**config.mk**
```make
export PLATFORM = sky130hd
export DESIGN_NAME = manual_drive_ctrl_flat
export DESIGN_NICKNAME = d
export VERILOG_FILES = /design/src/rtl/drive_pkg.sv /design/src/rtl/manual_drive_ctrl_if.sv /design/src/rtl/power_hold_timer.sv /design/src/rtl/manual_drive_ctrl.sv /design/src/flat_wrapper.sv
export SDC_FILE = /design/constraint.sdc
export NUM_CORES = 1
export LEC_CHECK = 0
export ABC_AREA = 1
export CAP_MARGIN = 20
export CORE_ASPECT_RATIO = 0.8
export CORE_UTILIZATION = 35
export DETAILED_ROUTE_END_ITERATION = 10
export DONT_BUFFER_PORTS = 1
export MAX_ROUTING_LAYER = met4
export PLACE_DENSITY = 0.56
export SYNTH_ARGS = -nofsm -noshare
export SYNTH_HDL_FRONTEND = slang
export SYNTH_HIERARCHICAL = 1
export SYNTH_SLANG_ARGS = --single-unit
export TNS_END_PERCENT = 30
```
**constraint.sdc**
```tcl
create_clock -name sys_clk -period 2.9 [get_ports sys_clk]
set_input_delay 0.58 -clock sys_clk [delete_from_list [all_inputs] [get_ports sys_clk]]
set_output_delay 0.58 -clock sys_clk [all_outputs]
set_load 0.005 [all_outputs]
```
**src/rtl/drive_pkg.sv**
```systemverilog
// Shared encodings and helpers for the manual-transmission drive controller.
package drive_pkg;

  localparam int unsigned STATE_W  = 2;
  localparam int unsigned MOTION_W = 4;
  localparam int unsigned LIGHT_W  = 3;

  typedef logic [STATE_W-1:0]  drive_state_t;
  typedef logic [MOTION_W-1:0] motion_t;

  localparam drive_state_t NS = 2'b00;
  localparam drive_state_t ST = 2'b01;
  localparam drive_state_t MV = 2'b10;

  localparam int unsigned MV_LEFT  = 0;
  localparam int unsigned MV_RIGHT = 1;
  localparam int unsigned MV_FWD   = 2;
  localparam int unsigned MV_BACK  = 3;

  localparam logic [1:0] UART_MODE = 2'b10;

  // Pedal-driven transition while powered and not stalled; 11 falls back to NS.
  function automatic drive_state_t next_state(input drive_state_t st, input logic throttle,
                                              input logic clutch, input logic brake);
    drive_state_t nxt;
    nxt = st;
    case (st)
      NS: if (throttle && clutch && !brake) nxt = ST;
      ST: begin
        if (brake) nxt = NS;
        else if (throttle && !clutch) nxt = MV;
      end
      MV: begin
        if (brake) nxt = NS;
        else if (clutch) nxt = ST;
      end
      default: nxt = NS;
    endcase
    return nxt;
  endfunction

  // Motion command for a given next state; both turn switches cancel each other.
  function automatic motion_t motion_cmd(input drive_state_t st, input logic rgs,
                                         input logic left, input logic right);
    motion_t m;
    m = '0;
    if (st == MV) begin
      m[MV_FWD]   = ~rgs;
      m[MV_BACK]  = rgs;
      m[MV_LEFT]  = left & ~right;
      m[MV_RIGHT] = right & ~left;
    end
    return m;
  endfunction

  function automatic logic [LIGHT_W-1:0] state_onehot(input drive_state_t st);
    logic [LIGHT_W-1:0] l;
    l = '0;
    case (st)
      NS:      l = 3'b001;
      ST:      l = 3'b010;
      MV:      l = 3'b100;
      default: l = 3'b000;
    endcase
    return l;
  endfunction

  function automatic logic [7:0] uart_byte(input logic destroy, input logic place,
                                           input motion_t ms);
    return {UART_MODE, destroy, place, ms};
  endfunction

endpackage

```
**src/rtl/manual_drive_ctrl_if.sv**
```systemverilog
// Switch inputs and indicator/command outputs of the drive controller.
interface manual_drive_ctrl_if;
  import drive_pkg::*;

  logic                power_on;
  logic                power_off;
  logic                throttle;
  logic                clutch;
  logic                brake;
  logic                rgs;
  logic                left;
  logic                right;
  logic                power;
  drive_state_t        state;
  motion_t             moving_state;
  logic                power_light;
  logic [LIGHT_W-1:0]  state_light;
  logic                turn_left_light;
  logic                turn_right_light;
  motion_t             moving_light;

  modport master (
    output power_on, power_off, throttle, clutch, brake, rgs, left, right,
    input  power, state, moving_state, power_light, state_light,
           turn_left_light, turn_right_light, moving_light
  );

  modport slave (
    input  power_on, power_off, throttle, clutch, brake, rgs, left, right,
    output power, state, moving_state, power_light, state_light,
           turn_left_light, turn_right_light, moving_light
  );
endinterface

```
**src/rtl/power_hold_timer.sv**
```systemverilog
// Counts consecutive cycles of a held button; pulses done on the last required cycle.
module power_hold_timer #(
  parameter int unsigned HOLD_CYCLES = 100_000_000
) (
  input  logic sys_clk,
  input  logic rst,
  input  logic btn,
  input  logic enable,
  output logic done_c
);

  localparam int unsigned CNT_W = (HOLD_CYCLES > 1) ? $clog2(HOLD_CYCLES) : 1;

  logic [CNT_W-1:0] cnt;

  assign done_c = enable & btn & (cnt == CNT_W'(HOLD_CYCLES - 1));

  // Any gap in the hold discards accumulated credit.
  always_ff @(posedge sys_clk) begin
    if (!rst) begin
      cnt <= '0;
    end else if (!enable || !btn || done_c) begin
      cnt <= '0;
    end else begin
      cnt <= cnt + CNT_W'(1);
    end
  end

endmodule

```
**src/rtl/manual_drive_ctrl.sv**
```systemverilog
// Manual-transmission drive controller: power latch, drive state and motion command.
module manual_drive_ctrl
  import drive_pkg::*;
#(
  parameter int unsigned HOLD_CYCLES = 100_000_000
) (
  input  logic                sys_clk,
  input  logic                rst,
  manual_drive_ctrl_if.slave  bus
);

  logic         power;
  drive_state_t state;
  motion_t      moving_state;
  logic         rgs_q;
  logic         hold_done_c;
  logic         stall_c;
  drive_state_t state_nxt_c;

  power_hold_timer #(.HOLD_CYCLES(HOLD_CYCLES)) u_hold (
    .sys_clk (sys_clk),
    .rst     (rst),
    .btn     (bus.power_on),
    .enable  (~power),
    .done_c  (hold_done_c)
  );

  // Engine stalls on throttle-without-clutch at rest, or gear change while moving unclutched.
  assign stall_c = ~bus.clutch &
                   (((state == NS) & bus.throttle) | ((state == MV) & (bus.rgs != rgs_q)));

  assign state_nxt_c = next_state(state, bus.throttle, bus.clutch, bus.brake);

  always_ff @(posedge sys_clk) begin
    if (!rst) begin
      power        <= 1'b0;
      state        <= NS;
      moving_state <= '0;
      rgs_q        <= 1'b0;
    end else begin
      rgs_q <= bus.rgs;
      if (power) begin
        if (bus.power_off || stall_c) begin
          power        <= 1'b0;
          state        <= NS;
          moving_state <= '0;
        end else begin
          state        <= state_nxt_c;
          moving_state <= motion_cmd(state_nxt_c, bus.rgs, bus.left, bus.right);
        end
      end else begin
        state        <= NS;
        moving_state <= '0;
        if (hold_done_c) power <= 1'b1;
      end
    end
  end

  assign bus.power            = power;
  assign bus.state            = state;
  assign bus.moving_state     = moving_state;
  assign bus.power_light      = power;
  assign bus.state_light      = power ? state_onehot(state) : '0;
  assign bus.turn_left_light  = power & bus.left;
  assign bus.turn_right_light = power & bus.right;
  assign bus.moving_light     = moving_state;

endmodule

```
**src/flat_wrapper.sv**
```systemverilog
// flat-port wrapper written by rule: the top's interface ports become plain ports
module manual_drive_ctrl_flat import drive_pkg::*;
#(
  parameter int unsigned HOLD_CYCLES = 100_000_000
)
  (sys_clk, rst, bus_power_on, bus_power_off, bus_throttle, bus_clutch, bus_brake, bus_rgs, bus_left, bus_right, bus_power, bus_state, bus_moving_state, bus_power_light, bus_state_light, bus_turn_left_light, bus_turn_right_light, bus_moving_light);
  manual_drive_ctrl_if bus_i ();
  input  logic sys_clk;
  input  logic rst;
  input wire logic [$bits(bus_i.power_on)-1:0] bus_power_on;
  input wire logic [$bits(bus_i.power_off)-1:0] bus_power_off;
  input wire logic [$bits(bus_i.throttle)-1:0] bus_throttle;
  input wire logic [$bits(bus_i.clutch)-1:0] bus_clutch;
  input wire logic [$bits(bus_i.brake)-1:0] bus_brake;
  input wire logic [$bits(bus_i.rgs)-1:0] bus_rgs;
  input wire logic [$bits(bus_i.left)-1:0] bus_left;
  input wire logic [$bits(bus_i.right)-1:0] bus_right;
  output wire logic [$bits(bus_i.power)-1:0] bus_power;
  output wire logic [$bits(bus_i.state)-1:0] bus_state;
  output wire logic [$bits(bus_i.moving_state)-1:0] bus_moving_state;
  output wire logic [$bits(bus_i.power_light)-1:0] bus_power_light;
  output wire logic [$bits(bus_i.state_light)-1:0] bus_state_light;
  output wire logic [$bits(bus_i.turn_left_light)-1:0] bus_turn_left_light;
  output wire logic [$bits(bus_i.turn_right_light)-1:0] bus_turn_right_light;
  output wire logic [$bits(bus_i.moving_light)-1:0] bus_moving_light;
  assign bus_i.power_on = bus_power_on;
  assign bus_i.power_off = bus_power_off;
  assign bus_i.throttle = bus_throttle;
  assign bus_i.clutch = bus_clutch;
  assign bus_i.brake = bus_brake;
  assign bus_i.rgs = bus_rgs;
  assign bus_i.left = bus_left;
  assign bus_i.right = bus_right;
  assign bus_power = bus_i.power;
  assign bus_state = bus_i.state;
  assign bus_moving_state = bus_i.moving_state;
  assign bus_power_light = bus_i.power_light;
  assign bus_state_light = bus_i.state_light;
  assign bus_turn_left_light = bus_i.turn_left_light;
  assign bus_turn_right_light = bus_i.turn_right_light;
  assign bus_moving_light = bus_i.moving_light;
  manual_drive_ctrl #(.HOLD_CYCLES(HOLD_CYCLES)) u_core (.sys_clk(sys_clk), .rst(rst), .bus(bus_i));
endmodule
```
==> flow_metrics.py, run 1 <==
metrics = {
    "setup_path": {
        "reg2reg_slack_ns": 1.34,
        "reg2reg_depth": 8,
        "cpPeakStageDelay_ns": 0.44,
        "rr_endpoint": "u_core/u_hold/cnt[14]",
        "required_ns": 2.32,
        "critPathArrivalTime_ns": 1.03,
        "crit_chain": "inv_1, nor2_1",
        "critical_path_buf_inv_count": 1,
        "path_class": "flop to output port",
        "cp.depth": 2,
        "cp_max_fo": 6,
        "worstSetupStartpointType": "flop",
        "endpoint_kind": "output port",
        "cp_top_family": "flip-flops",
        "worstSetupEndpoint": "bus_state_light[2]",
        "slowest_stage": "dfxtp_1",
        "reg2reg_from": "u_core/u_hold/cnt[0]",
        "startpoint": "u_core/bus.power",
    },
    "clocking": {
        "cts_setup_buffers": 0,
        "cts_max_level": 2,
        "cts_buffer_depth": 2,
        "clock_latency_ns": 0.29,
        "cts_tree": "yes",
        "root_buffer": "clkbuf_8",
        "clock_sinks": 35,
        "cts_made_buffers": 5,
        "holdBufCountCts": 0,
        "cts-resized-gates": 0,
        "path_clk_slew_ns": 0.08,
    },
    "floorplan": {
        "start_util_pct": 37.1,
        "io_pins": 27,
        "die_y_um": 67.7,
        "core_area_um2": 5090,
        "die_w_um": 84.1,
        "die-area_um2": 5700,
        "num_rows": 23,
    },
    "final_layout": {
        "design.final.nets": 307,
        "drive_gt1_share_pct": 11.1,
        "syn_to_final_growth_pct": 6.89,
        "fin_area_um2": 2020,
        "finalCoreUtilization_pct": 39.6,
        "antennaDiodeCount": 0,
        "layout_common_cells": "91 x nand2_1, 57 x nor2_1, 39 x inv_1",
        "layout.cells.non_filler": 359,
        "final_common_cell": "nand2_1",
    },
    "logic_synthesis": {
        "synth-main-ff-cell": "dfxtp_1",
        "yosys.area.top_type": "dfxtp_1",
        "mappedNetlistNets": 307,
        "ys_types": 21,
        "synthCells": 296,
        "avgSynthCellArea_um2": 6.38,
        "synth_area_um2": 1890,
        "yosysSeqAreaShare_pct": 37.1,
        "synth_top_area_share_pct": 37.1,
        "ys_async_sr_fraction_pct": 0,
        "synth_area_leaders": "dfxtp_1 37%, nand2_1 18%, nor2_1 11%, inv_1 7.7%, nand3_1 4.8%",
        "synth.yosys.warnings": 6,
        "synth_edf_count": 0,
        "synth-seq-cells": 35,
    },
    "drt": {
        "drtIter0Drc": 44,
        "ant_nets": 0,
        "dr.pass1.iters": 4,
        "met3_length_um": 128,
        "wl_um": 3770,
        "wl_met1_um": 2080,
        "via_per_inst": 4.50,
        "wl_met2_um": 1480,
        "drcViolationCount": 0,
        "dr.max_layer_used": "met4",
        "vias": 1614,
        "wl_per_cell_um": 10.5,
    },
    "hold_path": {
        "hold_path.startpoint": "bus_rgs",
        "whs_path_depth": 1,
        "hp-class": "input port to flop",
    },
    "global_routing": {
        "antenna_found_initial": 0,
        "grtUsageTotal_pct": 15.0,
        "grt_start_max_net_pins": 28,
        "grt_overflow": 0,
        "grt_pass1_vias": 1425,
        "grt_pass1_wl_um": 6280,
    },
    "run": {
        "drv_cap": 0,
    },
    "placement": {
        "place_inst": 351,
        "place_ws_ns": 1.34,
        "io_buffers": 0,
        "placed_area_um2": 1910,
        "dp_hpwl_um": 2880,
        "globalplace.congestion": 0.769,
    },
    "sta": {
        "period_share_pct": 55.5,
        "maxSlewHeadroom_pct": 78.3,
        "finClkSkew_ns": 0.00518,
        "rsz0062_at_grt": "no",
        "finalCriticalPeriod_ns": 1.61,
        "drv_slew": 0,
        "tns_ns": 0,
        "fmax_mhz": 621,
        "finalHoldViolations": 0,
        "worst_pin_slew_ns": 0.325,
        "holdWs_ns": 0.353,
        "setup_violations": 0,
        "setup_slack_ns": 1.29,
    },
    "pwr": {
        "powerDensity_nw_per_um2": 470,
        "ir_drop_v": 0.000217,
        "total_power_mw": 0.948,
        "leakagePower_nw": 0.780,
    },
    "outcome": {
        "status": "completed",
    },
}
==> cells in the mapped netlist, types with 3 or more instances <==
library cell	count
buf_4	5
nand3_1	18
xnor2_1	3
inv_1	39
nor2_2	9
nand2_1	91
nor2_1	57
a21oi_1	7
xor2_1	6
dfxtp_1	35
o21ai_0	4
inv_2	3
nor2_4	3
nand2_2	6
==> worst min-delay path by stage <==
stage,end,slack (ns)
6_report,u_core/bus.moving_light[2],0.35
5_1_grt,u_core/bus.moving_light[2],0.35
4_1_cts,u_core/bus.moving_light[2],0.34
3_5_place_dp,u_core/u_hold/cnt[0],0.44
3_3_place_gp,u_core/u_hold/cnt[0],0.43
2_1_floorplan,u_core/u_hold/cnt[0],0.42
==> sequential cells by signal, indices dropped and copies added (netlist names) <==
register / count
u_core/bus.state: 2
u_core/bus.moving_light: 4
u_core/u_hold/cnt: 27
u_core/bus.power: 1
u_core/rgs_q: 1
==> power by group <==
part,switching (mW),total (mW),leakage (nW),internal [mW]
clock,0.189,0.445,0.0581,0.256
combinational,0.0138,0.0196,0.440,0.00579
sequential,0.00121,0.483,0.282,0.482
total,0.204,0.948,0.780,0.744
==> metal layers <==
metal	vias to the layer above	GRT usage [%]
li1	883	-
met1	709	19.9
met2	15	21.0
met3	7	4.16
met4	0	7.11
met5	-	-
==> cells by family (layout without fill, tap and decap cells) <==
family | Yosys count | in the layout | share of synthesized area, %
AO/OA/AOI/OAI | 11 | 11 | 2.91
XOR/XNOR | 9 | 9 | 4.17
buffers and inverters | 49 | 50 | 11.5
flip-flops | 35 | 35 | 37.1
AND/OR/NAND/NOR | 191 | 191 | 43.6
adder cells (fa/ha/maj) | 1 | 1 | 0.662
==> area by class of cell <==
type / count / area, um2
well taps: 62 / 77.6
inverters: 42 / 158
multi-input cells: 212 / 971
clock buffers: 5 / 68.8
fillers: 555 / 3070
clock inverters: 3 / 43.8
flip-flops and latches: 35 / 701
==> worst reg2reg max path: cells and delay by family, from the launching register on <==
| family | cells | cell delay (ns) |
|---|---|---|
| buffers and inverters | 1 | 0.11 |
| DFF | 1 | 0.35 |
| and+or+nand+nor | 6 | 0.78 |
| adders and majority gates | 1 | 0.20 |
(Power assumes the default switching activity.)
==> inputs of run 2 (changes only) <==
- clock period: 2.9 -> 1.6 ns (I/O delays scaled with it)
==> run 2 against run 1 <==
Against the previous run:
- combinational power up 110%
- critical path type is now flop to flop
- non-clock buffer count increased by 3
- clock skew is 0.0018 ns higher
- critical endpoint is now u_core/u_hold/cnt[4]
- clock power rose by 39%
- register-to-register slack worse by 1.2 ns
- highest routed layer unchanged
- hold slack got worse by 0.25 ns
- power is 62% higher
- setup slack got worse by 1.1 ns
==> flow_metrics.py, run 2 (synthesis gave the netlist of run 1 again) <==
metrics = {
    "clocking": {
        "cts_tree": "yes",
        "root_buffer": "clkbuf_8",
        "path_clk_slew_ns": 0.07,
        "cts_made_buffers": 5,
        "cts_max_level": 2,
        "clock_latency_ns": 0.29,
        "clock_sinks": 35,
        "cts_buffer_depth": 2,
    },
    "drt": {
        "wl_um": 3760,
        "via_per_inst": 4.39,
        "ant_nets": 0,
        "drtIter0Drc": 78,
        "dr.pass1.iters": 4,
        "vias": 1593,
        "wl_per_cell_um": 10.4,
        "drcViolationCount": 0,
    },
    "sta": {
        "holdWs_ns": 0.0995,
        "setup_violations": 0,
        "tns_ns": 0,
        "worst_pin_slew_ns": 0.398,
        "finalHoldViolations": 0,
        "period_share_pct": 90.5,
        "setup_slack_ns": 0.152,
        "finalCriticalPeriod_ns": 1.45,
        "finClkSkew_ns": 0.00695,
        "drv_slew": 0,
        "fmax_mhz": 691,
        "rsz0062_at_grt": "no",
        "maxSlewHeadroom_pct": 73.4,
    },
    "pwr": {
        "ir_drop_v": 0.000225,
        "p_int_mw": 1.18,
        "p_switching_mw": 0.351,
        "switching_share_pct": 22.8,
        "leakagePower_nw": 0.824,
        "clock_power_share_pct": 40.2,
        "total_power_mw": 1.54,
        "seqPwrFrac_pct": 57.1,
        "share_comb_of_total_power_pct": 2.7,
        "powerDensity_nw_per_um2": 741,
    },
    "setup_path": {
        "worstSetupStartpointType": "flop",
        "crit_chain": "ha_2, nand3_1, inv_2, nand2_4, nor2_4, nand2_4, nand2_8, a21oi_1",
        "cpPeakStageDelay_ns": 0.37,
        "critPathArrivalTime_ns": 1.62,
        "cp_max_fo": 14,
        "required_ns": 1.78,
        "cp_common_cell": "nand2_4",
        "endpoint_kind": "flop",
        "path_class": "flop to flop",
        "slowest_stage": "dfxtp_1",
    },
    "floorplan": {
        "die_y_um": 67.7,
        "die_w_um": 84.1,
        "io_pins": 27,
        "start_util_pct": 37.1,
        "num_rows": 23,
        "die-area_um2": 5700,
        "core_area_um2": 5090,
    },
    "global_routing": {
        "grt_start_max_net_pins": 28,
        "antenna_found_initial": 0,
        "grt_pass1_wl_um": 6420,
        "grtUsageTotal_pct": 15.1,
        "grt_pass1_vias": 1450,
        "grt_overflow": 0,
    },
    "outcome": {
        "status": "completed",
    },
    "hold_path": {
        "hp-class": "input port to flop",
    },
    "placement": {
        "place_inst": 354,
        "io_buffers": 0,
        "placed_area_um2": 1930,
        "globalplace.congestion": 0.773,
        "place_ws_ns": 0.0388,
        "dp_hpwl_um": 2820,
    },
    "final_layout": {
        "multi_input_area_um2": 1030,
        "drive_gt1_share_pct": 13.0,
        "final_common_cell": "nand2_1",
        "layout_common_cells": "91 x nand2_1, 56 x nor2_1, 39 x inv_1",
        "regMostFlops": "u_core/u_hold/cnt",
        "syn_to_final_growth_pct": 9.67,
        "regArea_um2": 701,
        "fin_area_um2": 2070,
        "finalCoreUtilization_pct": 40.7,
        "antennaDiodeCount": 0,
        "design.final.nets": 311,
        "nFillCells": 559,
        "largest_reg_flops": 27,
        "layout.cells.non_filler": 363,
    },
    "run": {
        "drv_cap": 0,
    },
}
==> run 2: cell count changes in the layout (fill, tap and decap cells not counted), moves of 2 or more <==
cell      previous run  this run
nor2_2               9         7
buf_4                0         3
nand2_8              0         2
clkinv_2             1         3
nor2_4               3         6
nand2_2              6         4
==> run 2: final cells by class <==
cell class                      instances  share of cell area, %
Clock buffer                            5                   3.32
Multi-Input combinational cell        213                   49.7
Tap cell                               62                   3.74
Clock inverter                          3                  0.725
Sequential cell                        35                   33.8
Timing Repair Buffer                    3                   1.09
Inverter                               42                   7.61
==> run 2: what timing repair did <==
action,CTS,global route
setup buffers,0,0
resized for setup,0,9
endpoints found under the hold margin,0,0
hold buffers,0,0
setup endpoints to repair,0,27
==> run 2: routing by layer <==
metal	up-vias	part of all wire [%]	wire length [um]	track usage, %
met2	23	39	1490	21.0
met3	5	4.3	160	4.28
met4	0	0.90	34	5.17
met1	675	55	2080	20.8
met5	-	0	0	-
li1	890	-	-	-
==> run 2: power by group through the flow <==
stage | clock network [mW] | registers (mW) | logic [mW]
finish | 0.617 | 0.877 | 0.0418
global placement | 0 | 0.897 | 0.0360
floorplan | 0 | 0.896 | 0.0335
detailed placement | 0 | 0.897 | 0.0363
global route | 0.682 | 0.877 | 0.0484
CTS | 0.650 | 0.876 | 0.0362
==> run 2: worst max-delay path: cells and delay by family, from the launching register on <==
kind	cells	cell delay, ns
AOI/OAI and AO/OA	1	0.06
adders and majority gates	1	0.20
buffers and inverters	1	0.12
DFF	1	0.37
and+or+nand+nor	5	0.59
==> run 2: final timing paths <==
kind | slack, ns | to | cells after the start | start
hold / removal | 0.1 | u_core/bus.moving_light[2] | 1 | bus_rgs
setup / recovery | 0.15 | u_core/u_hold/cnt[4] | 8 | u_core/u_hold/cnt[0]
setup reg to reg | 0.15 | u_core/u_hold/cnt[4] | 8 | u_core/u_hold/cnt[0]
hold reg to reg | 0.46 | u_core/u_hold/cnt[0] | 1 | u_core/u_hold/cnt[0]
==> inputs of run 3 (changes only) <==
- SYNTH_HIERARCHICAL: 1 -> unset
==> run 3 against run 2 <==
Against the previous run:
- core utilization fell by 0.52 points
- power fell by 1.6%
- combinational power fell by 12%
- sequential power barely moved
- cell count rose by 0.83%
- largest cell class unchanged
- sequential cell count did not move
- critical endpoint is now u_core.u_hold.cnt[17]
- setup slack got worse by 0.033 ns
==> flow_metrics.py, run 3 <==
metrics = {
    "outcome": {
        "status": "completed",
    },
    "hold_path": {
        "min_to": "u_core.bus.moving_light[2]",
        "hold_path.startpoint": "bus_rgs",
        "whs_path_depth": 1,
        "hp-class": "input port to flop",
    },
    "global_routing": {
        "grt_start_max_net_pins": 27,
        "grt_pass1_vias": 1486,
        "grtUsageTotal_pct": 16.3,
        "antenna_found_initial": 0,
        "grt_pass1_wl_um": 6800,
        "grt_overflow": 0,
    },
    "logic_synthesis": {
        "mappedNetlistNets": 307,
        "avgSynthCellArea_um2": 6.34,
        "synth_top_family_by_area": "simple AND/OR/NAND/NOR gates",
        "ys_types": 23,
        "synth-main-ff-cell": "dfxtp_1",
        "yosys.area.top_type": "dfxtp_1",
        "synth-compound-area-share_pct": 5.33,
        "synth_most_common_cell": "nand2_1",
        "synth.yosys.warnings": 0,
        "yosysSeqAreaShare_pct": 37.3,
        "ys_async_sr_fraction_pct": 0,
        "synth_area_um2": 1880,
        "synth_xor_area_share_pct": 4.20,
        "synthCells": 296,
        "synth-seq-cells": 35,
        "synth_simple_gate_area_share_pct": 41.5,
        "synth_area_leaders": "dfxtp_1 37%, nand2_1 18%, nor2_1 13%, inv_1 7.6%, nand3_1 4.0%",
        "synth_mux_area_share_pct": 0,
        "synthAdderAreaFrac_pct": 0.667,
        "synth_common_cells": "89 x nand2_1, 63 x nor2_1, 38 x inv_1",
        "synth_edf_count": 0,
        "synth_top_area_share_pct": 37.3,
    },
    "final_layout": {
        "layout_common_cells": "89 x nand2_1, 63 x nor2_1, 38 x inv_1",
        "nFillCells": 549,
        "syn_to_final_growth_pct": 9.00,
        "design.final.nets": 314,
        "layout.cells.non_filler": 366,
        "final_common_cell": "nand2_1",
        "regMostFlops": "u_core.u_hold.cnt",
        "drive_gt1_share_pct": 8.55,
        "finalCoreUtilization_pct": 40.2,
        "antennaDiodeCount": 0,
        "largest_reg_flops": 27,
    },
    "pwr": {
        "ir_drop_v": 0.000453,
        "powerDensity_nw_per_um2": 738,
        "total_power_mw": 1.51,
        "leakagePower_nw": 0.680,
    },
    "drt": {
        "ant_nets": 0,
        "drcViolationCount": 0,
        "wl_um": 4090,
        "vias": 1649,
        "drtIter0Drc": 86,
        "wl_per_cell_um": 11.2,
        "dr.pass1.iters": 4,
        "via_per_inst": 4.51,
    },
    "clocking": {
        "path_clk_slew_ns": 0.07,
        "cts_buffer_depth": 2,
        "holdBufCountCts": 0,
        "cts_made_buffers": 5,
        "clock_latency_ns": 0.28,
        "cts_tree": "yes",
        "cts_max_level": 2,
        "root_buffer": "clkbuf_8",
        "clock_sinks": 35,
    },
    "setup_path": {
        "worstSetupStartpointType": "flop",
        "cp_max_fo": 26,
        "reg2reg_from": "u_core.u_hold.cnt[0]",
        "reg2reg_slack_ns": 0.12,
        "path_class": "flop to flop",
        "endpoint_kind": "flop",
        "critPathArrivalTime_ns": 1.65,
        "required_ns": 1.77,
        "rr_endpoint": "u_core.u_hold.cnt[17]",
        "reg2reg_depth": 8,
    },
    "sta": {
        "setup_violations": 0,
        "setup_slack_ns": 0.119,
        "tns_ns": 0,
        "worst_pin_slew_ns": 0.293,
        "drv_slew": 0,
        "finClkSkew_ns": 0.00416,
        "maxSlewHeadroom_pct": 80.4,
        "finalHoldViolations": 0,
        "period_share_pct": 92.6,
        "rsz0062_at_grt": "no",
        "finalCriticalPeriod_ns": 1.48,
        "fmax_mhz": 675,
    },
    "floorplan": {
        "num_rows": 23,
        "die_y_um": 67.5,
        "io_pins": 27,
        "core_area_um2": 5090,
        "die_w_um": 83.9,
        "start_util_pct": 36.8,
        "die-area_um2": 5660,
    },
    "run": {
        "drv_cap": 0,
    },
    "placement": {
        "io_buffers": 0,
        "globalplace.congestion": 0.862,
        "place_inst": 358,
        "dp_hpwl_um": 3230,
        "place_ws_ns": 0.0253,
    },
}
run 3: worst max-delay path by stage:
stage / start / cells past startpoint / endpoint
after CTS: u_core.u_hold.cnt[1] / 8 / u_core.u_hold.cnt[17]
after global routing: u_core.u_hold.cnt[0] / 9 / u_core.u_hold.cnt[20]
after floorplan: u_core.u_hold.cnt[0] / 9 / u_core.u_hold.cnt[15]
final: u_core.u_hold.cnt[0] / 8 / u_core.u_hold.cnt[17]
after detailed placement: u_core.u_hold.cnt[1] / 8 / u_core.u_hold.cnt[17]
after global placement: u_core.u_hold.cnt[1] / 8 / u_core.u_hold.cnt[12]
run 3: layer usage:
| layer | up-vias | global-route usage, % | wire length [um] |
|---|---|---|---|
| met5 | - | - | 0 |
| met4 | 0 | 5.17 | 31 |
| met3 | 4 | 4.16 | 129 |
| met2 | 19 | 22.4 | 1540 |
| met1 | 723 | 23.2 | 2390 |
| li1 | 903 | - | - |
run 3: per-stage QoR:
stage,hold slack (ns),cell area (um2)
finish,0.107,2050
detailed placement,0.400,1950
global route,0.0898,2050
CTS,0.102,2030
floorplan,0.392,1880
global placement,0.401,1950
run 3: cells by family (layout without fill, tap and decap cells):
logic type               count (synthesis)  in the layout
XOR/XNOR                                 9              9
buffers and inverters                   46             54
AO/OA/AOI/OAI                           20             20
adder cells (fa/ha/maj)                  1              1
flip-flops                              35             35
AND/OR/NAND/NOR                        185            185
run 3: area by class of cell:
| cell class | instances | area, um2 | area share, % |
|---|---|---|---|
| Tap cell | 62 | 77.6 | 3.79 |
| Timing Repair Buffer | 7 | 52.6 | 2.57 |
| Clock buffer | 7 | 76.3 | 3.73 |
| Sequential cell | 35 | 702 | 34.3 |
| Multi-Input combinational cell | 215 | 986 | 48.2 |
| Clock inverter | 1 | 5.00 | 0.245 |
| Inverter | 39 | 146 | 7.16 |
run 3: critical path, stage by stage, from the launching register on:
cell	delay (ns)
dfxtp_1	0.34
ha_2	0.19
nand2_1	0.11
nor2_4	0.16
nand2_4	0.11
nor2_4	0.12
nand2_2	0.09
nand2_8	0.17
nor2_1	0.07
run 3: power by group:
group / total (mW) / internal [mW] / switching, mW
combinational: 0.0366 / 0.0125 / 0.0241
sequential: 0.877 / 0.875 / 0.00210
clock: 0.597 / 0.305 / 0.292
total: 1.51 / 1.19 / 0.318
run 3: timing repair:
action | 4_1_cts | 5_1_grt
buffers inserted | 0 | 0
gates resized for setup | 0 | 4
endpoints found under the setup margin | 0 | 27
